**config.mk**
```make
export PLATFORM = sky130hd
export DESIGN_NAME = fp_mul_iter
export DESIGN_NICKNAME = d
export VERILOG_FILES = /design/src/rtl/fp_mul_iter.sv
export SDC_FILE = /design/constraint.sdc
export NUM_CORES = 1
export LEC_CHECK = 0
export CORE_AREA = 10 10 220 222
export CTS_BUF_LIST = sky130_fd_sc_hd__clkbuf_16
export CTS_CLUSTER_SIZE = 25
export DETAILED_ROUTE_END_ITERATION = 6
export DIE_AREA = 0 0 230 232
export SLEW_MARGIN = 30
export SYNTH_ARGS = -nofsm -noshare
export SYNTH_HDL_FRONTEND = slang
export SYNTH_SLANG_ARGS = --single-unit
```
**constraint.sdc**
```tcl
create_clock -name i_clk -period 11.65 [get_ports i_clk]
set_input_delay 1.165 -clock i_clk [delete_from_list [all_inputs] [get_ports i_clk]]
set_output_delay 1.165 -clock i_clk [all_outputs]
set_load 0.05 [all_outputs]
```
**src/rtl/fp_mul_iter.sv**
```systemverilog
// Iterative IEEE-style floating-point multiplier (RNE, flush-to-zero, canonical qNaN).
// Latency: fixed N+1 edges from accept to o_valid, N = (FRAC_W+1)/BPC, for every operand class.
// Backpressure: o_ready high only in IDLE/DONE; i_valid while busy is ignored, result held until next accept.
//
// Ports:
//   i_clk, i_rst_n      clock (rising edge), asynchronous active-low reset
//   i_valid / o_ready   operand handshake; accept on i_valid && o_ready
//   i_a, i_b            operands {sign, exp[EXP_W], frac[FRAC_W]}
//   o_valid             result valid, held until the next accept
//   o_result, o_flags   product and {invalid, overflow, underflow, inexact}
module fp_mul_iter #(
  parameter int EXP_W  = 8,
  parameter int FRAC_W = 23,
  parameter int BPC    = 1
) (
  input  logic                    i_clk,
  input  logic                    i_rst_n,
  input  logic                    i_valid,
  output logic                    o_ready,
  input  logic [EXP_W+FRAC_W:0]   i_a,
  input  logic [EXP_W+FRAC_W:0]   i_b,
  output logic                    o_valid,
  output logic [EXP_W+FRAC_W:0]   o_result,
  output logic [3:0]              o_flags
);

  localparam int W     = 1 + EXP_W + FRAC_W;
  localparam int M     = FRAC_W + 1;
  localparam int N     = M / BPC;
  localparam int EW    = EXP_W + 2;
  localparam int CNT_W = (N > 1) ? $clog2(N) : 1;

  localparam logic [EW-1:0]    BIAS_E = EW'((1 << (EXP_W - 1)) - 1);
  localparam logic [EW-1:0]    E_MAX  = EW'((1 << EXP_W) - 1);
  localparam logic [CNT_W-1:0] CNT_LAST = CNT_W'(N - 1);
  localparam logic [W-1:0]     QNAN   = {1'b0, {EXP_W{1'b1}}, 1'b1, {(FRAC_W-1){1'b0}}};

  localparam logic [1:0] S_IDLE = 2'd0;
  localparam logic [1:0] S_CALC = 2'd1;
  localparam logic [1:0] S_NORM = 2'd2;
  localparam logic [1:0] S_DONE = 2'd3;

  logic [1:0]       state_q, state_d;
  logic [CNT_W-1:0] cnt_q, cnt_d;
  logic [W-1:0]     a_q, a_d, b_q, b_d;
  logic [M-1:0]     ma_q, ma_d, mb_q, mb_d;
  logic [2*M-1:0]   acc_q, acc_d;
  logic             valid_q, valid_d;
  logic [W-1:0]     result_q, result_d;
  logic [3:0]       flags_q, flags_d;

  logic accept;
  assign o_ready  = (state_q == S_IDLE) || (state_q == S_DONE);
  assign accept   = i_valid && o_ready;
  assign o_valid  = valid_q;
  assign o_result = result_q;
  assign o_flags  = flags_q;

  // Operand fields of the registered operands.
  logic              sa, sb, s_res;
  logic [EXP_W-1:0]  ea, eb;
  logic [FRAC_W-1:0] fa, fb;
  logic              a_nan, b_nan, a_inf, b_inf, a_zero, b_zero;

  always_comb begin
    sa     = a_q[W-1];
    sb     = b_q[W-1];
    ea     = a_q[W-2:FRAC_W];
    eb     = b_q[W-2:FRAC_W];
    fa     = a_q[FRAC_W-1:0];
    fb     = b_q[FRAC_W-1:0];
    s_res  = sa ^ sb;
    a_nan  = (&ea) && (|fa);
    b_nan  = (&eb) && (|fb);
    a_inf  = (&ea) && !(|fa);
    b_inf  = (&eb) && !(|fb);
    // exp == 0 covers zero and subnormals, both treated as zero
    a_zero = (ea == '0);
    b_zero = (eb == '0);
  end

  // Significands of the incoming operands; subnormals load as zero.
  logic [M-1:0] in_ma, in_mb;
  always_comb begin
    in_ma = (|i_a[W-2:FRAC_W]) ? {1'b1, i_a[FRAC_W-1:0]} : '0;
    in_mb = (|i_b[W-2:FRAC_W]) ? {1'b1, i_b[FRAC_W-1:0]} : '0;
  end

  // Shift-add step: BPC partial products from the low multiplier bits are
  // added into the upper half, then the whole accumulator shifts right BPC.
  // After N steps the accumulator holds the exact 2M-bit product.
  logic [M+BPC-1:0] pp, hi_sum;
  always_comb begin
    pp = '0;
    for (int j = 0; j < BPC; j++) begin
      if (mb_q[j]) pp = pp + ({{BPC{1'b0}}, ma_q} << j);
    end
    hi_sum = {{BPC{1'b0}}, acc_q[2*M-1:M]} + pp;
  end

  // Normalise and round the product.
  logic              norm, guard, sticky, round_up, carry, inexact, ovf, unf;
  logic [2*M-2:0]    sh;
  logic [FRAC_W-1:0] frac_t;
  logic [FRAC_W:0]   rnd;
  logic [EW-1:0]     e_calc;
  logic [W-1:0]      norm_res;
  logic [3:0]        norm_flags;

  always_comb begin
    norm     = acc_q[2*M-1];
    // sh has the leading one dropped: bits below it are fraction, guard, sticky
    sh       = norm ? acc_q[2*M-2:0] : {acc_q[2*M-3:0], 1'b0};
    frac_t   = sh[2*M-2:M];
    guard    = sh[M-1];
    sticky   = |sh[M-2:0];
    round_up = guard & (sticky | frac_t[0]);
    rnd      = {1'b0, frac_t} + {{FRAC_W{1'b0}}, round_up};
    // carry out means the fraction wrapped to zero: mantissa is 1.0 * 2^(e+1)
    carry    = rnd[FRAC_W];
    inexact  = guard | sticky;
    e_calc   = {2'b00, ea} + {2'b00, eb} - BIAS_E
             + {{(EW-1){1'b0}}, norm} + {{(EW-1){1'b0}}, carry};
    ovf      = !e_calc[EW-1] && (e_calc >= E_MAX);
    unf      = e_calc[EW-1] || (e_calc == '0);

    norm_res   = {s_res, e_calc[EXP_W-1:0], rnd[FRAC_W-1:0]};
    norm_flags = {3'b000, inexact};
    if (ovf) begin
      norm_res   = {s_res, {EXP_W{1'b1}}, {FRAC_W{1'b0}}};
      norm_flags = 4'b0101;
    end else if (unf) begin
      norm_res   = {s_res, {(W-1){1'b0}}};
      norm_flags = 4'b0011;
    end

    if (a_nan || b_nan || (a_inf && b_zero) || (b_inf && a_zero)) begin
      norm_res   = QNAN;
      norm_flags = 4'b1000;
    end else if (a_inf || b_inf) begin
      norm_res   = {s_res, {EXP_W{1'b1}}, {FRAC_W{1'b0}}};
      norm_flags = 4'b0000;
    end else if (a_zero || b_zero) begin
      norm_res   = {s_res, {(W-1){1'b0}}};
      norm_flags = 4'b0000;
    end
  end

  always_comb begin
    state_d  = state_q;
    cnt_d    = cnt_q;
    a_d      = a_q;
    b_d      = b_q;
    ma_d     = ma_q;
    mb_d     = mb_q;
    acc_d    = acc_q;
    valid_d  = valid_q;
    result_d = result_q;
    flags_d  = flags_q;
    case (state_q)
      S_IDLE, S_DONE: begin
        if (accept) begin
          a_d     = i_a;
          b_d     = i_b;
          ma_d    = in_ma;
          mb_d    = in_mb;
          acc_d   = '0;
          cnt_d   = '0;
          valid_d = 1'b0;
          state_d = S_CALC;
        end
      end
      S_CALC: begin
        acc_d = {hi_sum, acc_q[M-1:BPC]};
        mb_d  = mb_q >> BPC;
        cnt_d = cnt_q + CNT_W'(1);
        if (cnt_q == CNT_LAST) state_d = S_NORM;
      end
      S_NORM: begin
        result_d = norm_res;
        flags_d  = norm_flags;
        valid_d  = 1'b1;
        state_d  = S_DONE;
      end
      default: begin
        valid_d = 1'b0;
        state_d = S_IDLE;
      end
    endcase
  end

  always_ff @(posedge i_clk or negedge i_rst_n) begin
    if (!i_rst_n) begin
      state_q  <= S_IDLE;
      cnt_q    <= '0;
      a_q      <= '0;
      b_q      <= '0;
      ma_q     <= '0;
      mb_q     <= '0;
      acc_q    <= '0;
      valid_q  <= 1'b0;
      result_q <= '0;
      flags_q  <= '0;
    end else begin
      state_q  <= state_d;
      cnt_q    <= cnt_d;
      a_q      <= a_d;
      b_q      <= b_d;
      ma_q     <= ma_d;
      mb_q     <= mb_d;
      acc_q    <= acc_d;
      valid_q  <= valid_d;
      result_q <= result_d;
      flags_q  <= flags_d;
    end
  end

endmodule

```
## Yosys cells after proc, flatten, opt, wreduce, memory -nomap -nowiden

Cells that the tools add are included.
Widths: inputs -> output; s select.

| word-level totals | value |
|---|---|
| register bits after elaboration | 204 |

| cells by class | value |
|---|---|
| $add $sub $neg | 7 |
| bitwise operators | 4 |
| muxes and demuxes | 25 |
| reduce and logical (&&, ||, !) cells | 36 |
| equality and inequality tests | 6 |
| magnitude comparators | 1 |

Operators by type and width:

| operator | number |
|---|---|
| $mux 31 | 4 |
| $mux 24 | 4 |
| $pmux 48 s2 | 1 |
| $reduce_or 23->1 | 3 |
| $mux 48 | 1 |
| $pmux 24 s2 | 1 |
| $mux 47 | 1 |
| $mux 32 | 1 |
| $add 24x25->25 | 1 |
| $add 23x1->24 | 1 |
| $add 10x1->10 | 2 |
| $logic_not 8->1 | 2 |
| $mux 4 | 4 |
| $reduce_and 8->1 | 2 |
| $reduce_or 8->1 | 2 |
| $ge 10x8->1 const B | 1 |
| $logic_not 10->1 | 1 |
| $pmux 5 s2 | 1 |
| $sub 9x7->10 const B | 1 |
| $add 8x8->9 | 1 |
| $logic_and 1x1->1 | 8 |
| $reduce_and 2->1 | 4 |
| $logic_or 1x1->1 | 7 |
| $mux 2 | 3 |
| other kinds (16) | 22 |

## Logic depth before layout (Yosys ltp)

Gate-level depths: netlist of run 1.

| depth | value |
|---|---|
| depth after elaboration | 13 |
| depth in mapped cells | 17 |
| mapped depth without buffers | 14 |

## Worst setup path after synthesis of run 1

OpenSTA, ideal clock, no wires.

| timing | value |
|---|---|
| path kind | reg-to-reg |
| start | reg acc_q[47] |
| end | reg result_q[11] (netlist: o_result[11]) |
| slack | 7.744 ns |
| cell stages (with the launch flop) | 18 |
| period minus slack after synthesis | 3.906 ns |
| path buffers | 3 |
| data required time | 11.507 ns |
| data arrival time | 3.762 ns |
| library setup time | 0.143 ns |
| path through | dfrtp_1 > buf_4 > mux2_1 > and4_1 > and4b_1 > buf_4 > and4_1 > fa_1 > inv_1 > fa_1 > nor2b_1 > o31ai_2 > a21boi_1 > nand4_1 > or4b_1 > nand2_1 > buf_6 > o41ai_2 |

| on the way | value |
|---|---|
| longest elaborated chain between the ends | 13 |
| elaborated cells between the ends (all ways) | 17 |
| classes of those cells | add/sub (3); order compare (1); mux (6); bitwise (2); reduce/logical (5) |

RTL lines:

| what | RTL line | RTL |
|---|---|---|
| start, declared | 47 | `logic [2*M-1:0] acc_q, acc_d;` |
| start signal, assigned | 200 | `acc_q <= '0;` |
| start signal, assigned | 211 | `acc_q <= acc_d;` |
| parallel branches: the longest is 9 deep, another holds $add 23x1->24 | -- |  |
| $mux 31 * | 129 | `if (ovf) begin` |
| $mux 31 * | 143 | `end else if (a_zero \|\| b_zero) begin` |
| $mux 31 * | 140 | `end else if (a_inf \|\| b_inf) begin` |
| $mux 32 * | 137 | `if (a_nan \|\| b_nan \|\| (a_inf && b_zero) \|\| (b_inf && a_zero)) begin` |
| end signal, assigned | 213 | `result_q <= result_d;` |
| end, declared | 49 | `logic [W-1:0] result_q, result_d;` |

Mark *: on every way between the ends.
A chain may end at the register's enable or synchronous reset.

## Final worst setup path of run 1

| timing | value |
|---|---|
| start | reg acc_q[47] |
| end | reg result_q[7] (netlist: o_result[7]) |

Same word-level chain as after synthesis.

==> summary.md, run 1 <==
| Metric | Value |
|---|---|
| Worst slew pin tran | about 860 ps |
| CP max stage cell | a2111oi_4 |
| Synth Warn # | 0 |
| Outcome | completed |
| Setup Viol. Count Final | 0 |
| Mapped Avg Cell Area | 9.27 µm² |
| Min cycle time layout | 5030 ps |
| Total Die Area | roughly 0.053 mm² |
| Post-synth ARST share | between 90% and 100% |
| Core Box Area | 0.0439 mm² |
| Max-slew violations | 0 |
| PwrDens | approximately 290 mW/mm² |
| Die H | 232 µm |
| Initial antenna violation count | 0 |
| Commonest non-fill, non-tap cell in the layout | nand2_1 |
| DRC | 0 |
| Worst-Skew Late Latency | 520 ps |
| Post-DP HPWL | 23.0 mm |
| Post-synth net total | 1330 |
| Required time of the critical path | around 12000 ps |
| Cts repair resizes | 0 |
| Power Total | between 3 and 4 mW |
| Worst Clk Skew | 14.0 ps |
| CP max stage delay | roughly 550 ps |
| RSZ-0062 raised after global routing | no |
| Setup tns final | 0 ps |
| First-pass GRT wire length | 51.5 mm |
| Ports | 105 |
| Antenna-violating nets left | 0 |
| Max-cap violation count | 0 |
| Top cell type's share of synthesized area | a little under half |
| DR vias | 9131 |
| Post-synthesis simple-gate area fraction | 21.1% |
| Hold-fix buffers at CTS | 0 |
| Clock sink total | 204 |
| Row cnt | 77 |
| Final net count | 1399 |
| Die width | 230 µm |
| Slew HR | 42.5% |
| Top post-synthesis cells by area | dfrtp_1, nand2_1, ha_1, o21ai_0, xnor2_1 |
| Flops & latches, synth | 204 |
| CTS tree | built |
| CP max FO | 35 |
| Ys flop type | dfrtp_1 |
| Leakage power | 6.04 nW |
| H-tree levels | 1 |
| Critical path, cell by cell | buf_4 -> nand2b_2 -> a2111oi_4 -> and4b_1 -> and4_1 -> fa_1 -> inv_1 -> fa_1 -> nor2b_1 -> o21ai_0 -> a21boi_1 -> nand4_1 -> or4b_1 -> nand2_2 -> o32ai_1 |
| IO buf count | roughly 100 |
| Multiplexer share of the synthesized area | 1.92% |
| Wire per inst | between 15 and 20 µm |
| Post-Synth XOR/XNOR Area | 4.79% |
| Mapped cell area | 0.0113 mm² |
| Largest family of logic cells by synthesized area | simple AND/OR/NAND/NOR gates |
| Kind of critical path | flip-flop to flip-flop |
| CP Capture Type | flip-flop |
| Register area share after synthesis | 45.3% |
| Tcrit/Tclk final | 43.2% |
| Total Routing Usage GR | between 10% and 20% |
| Peak Freq | between 0.15 and 0.2 GHz |
| Initial Util | 25.6% |
| Synthesized netlist cell count | 1216 |
| GPL Wtd Cong | 0.862 |
| Final Hold Viols | 0 |
| CTS Root Cell | clkbuf_16 |
| EDFF count, synth | 0 |
| Netlist cell types | 78 |
| Vias in the first global route | 9342 |
| TritonCTS buffer count | 24 |
| Iteration-0 DRC count of the detailed router | 646 |
| Layout cell share with drive strength beyond 1 | 6.99% |
| Dominant cell type by area after synthesis | dfrtp_1 |
| Final WL | 31.7 mm |
| Vias/cell | 4.82 |
| Peak supply drop | 0.128 mV |
| Post-CTS Setup Repair Bufs | 0 |
| Pin count of the biggest net entering global routing | 82 |
| Startpoint Class | flip-flop |
| Most frequent cells in the layout | nand2_1, dfrtp_1, clkdlybuf4s50_1 |
| Clock-pin slew on the worst setup and hold paths | 60 ps |
| CTS max path bufs | 3 |
| Critical Path Most Common Cell | fa_1 |
| Complex-gate fraction of the synthesized area | 17.7% |
| Arr. time, crit path | 5390 ps |
| DRT Pass-1 Iters | 5 |
| Hold WC Path Type | flip-flop to flip-flop |
| Synthesized-area fraction occupied by adder cells | roughly 5.4% |
| Remaining global-route overflow | 0 |
| Area delta synth->final | 20.6% |
flip-flops by register name (all words and copies together), names as in the netlist:
register  flops
acc_q        48
a_q          32
b_q          32
o_result     32
ma_q         24
mb_q         24
cnt_q         5
o_flags       4
state_q       2
o_valid       1
routing by layer:
layer,up-vias,track usage (%),wire [µm]
met5,-,0,0
met4,0,3.27,788
met3,48,1.92,1260
met2,176,19.3,15000
met1,4471,15.4,14700
li1,4436,-,-
cells by family after synthesis:
family / Yosys count
XOR/XNOR: 59
AND/OR/NAND/NOR: 526
flip-flops: 204
multiplexers: 21
AO/OA/AOI/OAI: 257
buffers and inverters: 102
adder cells (fa/ha/maj): 47
power breakdown:
| group | switching (mW) | total, mW | internal [mW] |
|---|---|---|---|
| combinational | 1.28 | 1.98 | 0.698 |
| clock | 0.295 | 0.701 | 0.406 |
| sequential | 0.240 | 1.25 | 1.01 |
| total | 1.82 | 3.93 | 2.11 |
cells in the mapped netlist, types with 7 or more instances:
cell type,n
nor3_1,12
nor2_1,62
and3_1,8
a21oi_1,30
nand3_1,23
a221oi_1,17
o21ai_0,66
inv_1,30
xor2_1,20
nand4_1,21
nand2_1,309
o41ai_2,18
and2_1,27
or3_1,8
ha_1,44
xnor2_1,36
mux2i_1,16
clkbuf_1,52
a22o_1,26
a211oi_1,7
a21o_1,12
nor4_1,24
dfrtp_1,204
a22oi_1,12
worst paths after layout:
check / slack [ps] / depth (start not counted) / end / startpoint
max: 6620 / 15 / o_result[7] / acc_q[47]
min in group asynchronous: 600 / 1 / mb_q[13] / i_rst_n
min reg2reg: 470 / 2 / ma_q[16] / ma_q[16]
max reg2reg: 6620 / 15 / o_result[7] / acc_q[47]
min: 470 / 2 / ma_q[16] / ma_q[16]
max in group asynchronous: 9880 / 2 / o_flags[1] / i_rst_n
critical path: cells and delay by family (launching register included):
kind / cells / cell delay [ps]
simple gates: 7 / 2370
flops: 1 / 420
fa+ha+maj: 2 / 620
compound gates: 4 / 1090
buf+inv: 2 / 340
area by class of cell:
type / instances / area (µm²)
clock buffer: 25 / 626
sequential: 204 / 5100
tap: 592 / 741
clock inverter: 17 / 98.8
antenna: 1 / 2.50
multi-input combinational: 910 / 5770
fill: 4645 / 30300
timing repair buffer: 114 / 1130
inverter: 31 / 116
stage by stage:
| step | worst slack [ps] | utilization [%] | hold slack (ps) | area (µm²) | std cells |
|---|---|---|---|---|---|
| floorplan | 7740 | - | 439 | 11300 | 1216 |
| CTS | 6650 | 30.9 | 478 | 13600 | 1893 |
| global placement | 6410 | 29.2 | 450 | 12800 | 1851 |
| global route | 6230 | 30.9 | 493 | 13600 | 1893 |
| detailed placement | 6690 | 29.2 | 464 | 12800 | 1851 |
| finish | 6620 | 30.9 | 471 | 13600 | 1894 |
No activity file was read; power rests on OpenSTA's default activity.
==> inputs of run 2 (changes only) <==
Clock period 11.65 ns to 5.02 ns, I/O delays scaled along.
==> run 2 against run 1 <==
  * Flip-flop and latch count did not move
  * Register-to-register slack worse by 6200 ps
  * Worst setup slack worse by 6200 ps
  * Sequential share of layout area fell by 0.20 points
  * Final cell count increased by 0.32%
  * Via count up 0.18%
  * Clock power grew 140%
  * Clock-buffer cell count is 1 lower
  * Fmax increased by 9.2%
  * Critical endpoint unchanged
  * Largest power group unchanged
==> summary.md, run 2 (same netlist as run 1, synthesis figures left out) <==
| Metric | Value |
|---|---|
| Outcome | completed |
| Final WL | about 32 mm |
| Final WS setup | 413 ps |
| Vias/cell | just under 5 |
| Top reg by flops | acc_q |
| TritonCTS buffer count | 24 |
| CTS max path bufs | 3 |
| Leakage power | 6.08 nW |
| Final Non-Filler Cells | 1900 |
| CTS tree | built |
| FF+latch area | 0.00511 mm² |
| CP max FO | 21 |
| Most frequent cells in the layout | nand2_1, dfrtp_1, clkdlybuf4s50_1 |
| Remaining global-route overflow | 0 |
| Ports | 105 |
| CTS Root Cell | clkbuf_16 |
| Total Routing Usage GR | 11.5% |
| Setup tns final | 0 ps |
| Vias in the first global route | about 9300 |
| Post-DP HPWL | 23.6 mm |
| Tcrit/Tclk final | just over 90% |
| Antenna-violating nets left | 0 |
| Layout cell share with drive strength beyond 1 | 7.50% |
| Max-cap violation count | 0 |
| Iteration-0 DRC count of the detailed router | 578 |
| DR vias | 9147 |
| Total Die Area | 0.0534 mm² |
| Worst-Skew Late Latency | around 520 ps |
| H-tree levels | 1 |
| Worst slew pin tran | 888 ps |
| Hold-fix buffers at CTS | 0 |
| Power Total | 9.18 mW |
| Cts repair resizes | 0 |
| Core Box Area | 0.0439 mm² |
| Placed insts | 1857 |
| Pin count of the biggest net entering global routing | 105 |
| Arr. time, crit path | 4980 ps |
| DRC | 0 |
| Die width | 230 µm |
| DRT Pass-1 Iters | 4 |
| Required time of the critical path | about 5400 ps |
| Area delta synth->final | 21.2% |
| IO buf count | 104 |
| Pre-CTS WS | 196 ps |
| Max-slew violations | 0 |
| Hold WS | 84.2 ps |
| Post-CTS Setup Repair Bufs | 0 |
| Row cnt | 77 |
| Min cycle time layout | 4610 ps |
| Final Hold Viols | 0 |
| Wire per inst | 16.7 µm |
| Kind of critical path | flip-flop to flip-flop |
| First-pass GRT wire length | 51.1 mm |
| Peak Freq | 0.217 GHz |
| PwrDens | 672 mW/mm² |
| Initial antenna violation count | 3 |
| RSZ-0062 raised after global routing | no |
| CP Capture Type | flip-flop |
| Worst Clk Skew | 9.03 ps |
| GPL Wtd Cong | about 0.86 |
| Peak supply drop | 0.302 mV |
| Initial Util | 25.6% |
| Clock sink total | 204 |
| Final net count | roughly 1400 |
| Hold WC Path Type | primary input to asynchronous set/reset pin |
| Slew HR | between 40% and 50% |
| Setup Viol. Count Final | 0 |
| Commonest non-fill, non-tap cell in the layout | nand2_1 |
| Max reg flops | 48 |
| Area taken by multi-input logic gates | 0.00577 mm² |
| Clock-pin slew on the worst setup and hold paths | 60 ps |
| Fillers | 4617 |
| Die H | about 230 µm |
| Startpoint Class | flip-flop |
run 2: cell types whose count changed in the layout (fill, tap and decap cells not counted), moves of 2 or more:
| cell | before | now |
|---|---|---|
| buf_4 | 8 | 15 |
| clkinv_1 | 7 | 4 |
| buf_6 | 2 | 0 |
| clkinvlp_4 | 0 | 2 |
| nand2_2 | 2 | 0 |
run 2: power breakdown:
group / switching, mW / internal (mW)
clock: 0.688 / 0.971
combinational: 2.99 / 1.65
sequential: 0.547 / 2.34
run 2: final timing paths:
check                      startpoint  slack, ps  cells after the start            to
min reg2reg                   b_q[18]        470                      2       b_q[18]
min in group i_clk            b_q[18]        470                      2       b_q[18]
max                         acc_q[47]        410                     16   o_result[7]
max reg2reg                 acc_q[47]        410                     16   o_result[7]
max in group asynchronous     i_rst_n       3870                      2  o_result[16]
min                           i_rst_n         80                      1      mb_q[14]
run 2: stage by stage:
| step | util [%] | cell area (µm²) |
|---|---|---|
| 2_1_floorplan | - | 11300 |
| 3_3_place_gp | 29.4 | 12900 |
| 3_5_place_dp | 29.4 | 12900 |
| 4_1_cts | 31.1 | 13600 |
| 5_1_grt | 31.1 | 13700 |
| 6_report | 31.1 | 13700 |
run 2: final cells by class:
type | count | area share [%]
sequential | 204 | 37.4
antenna | 1 | 0.0183
clock buffer | 24 | 4.40
timing repair buffer | 120 | 8.62
tap | 592 | 5.42
inverter | 31 | 0.852
multi-input combinational | 910 | 42.2
clock inverter | 18 | 1.08
run 2: per-layer routing:
metal | up-vias | global-route usage (%) | routed length [µm]
met4 | 4 | 2.51 | 498
met1 | 4500 | 15.2 | 14800
met2 | 148 | 19.4 | 15200
met5 | - | 0 | 26
li1 | 4456 | - | -
met3 | 39 | 2.03 | 1190
run 2: critical path, stage by stage (launching register included):
cell       delay (ps)
dfrtp_2           580
buf_4             300
mux2i_1           150
a2111oi_4         270
and4b_1           400
and4_1            310
fa_1              240
inv_1              60
fa_1              400
nor2b_1           190
o21ai_0           100
a21boi_1          230
nand4_1           160
or4b_1            520
nand2_1            90
buf_4             310
o32ai_1           140
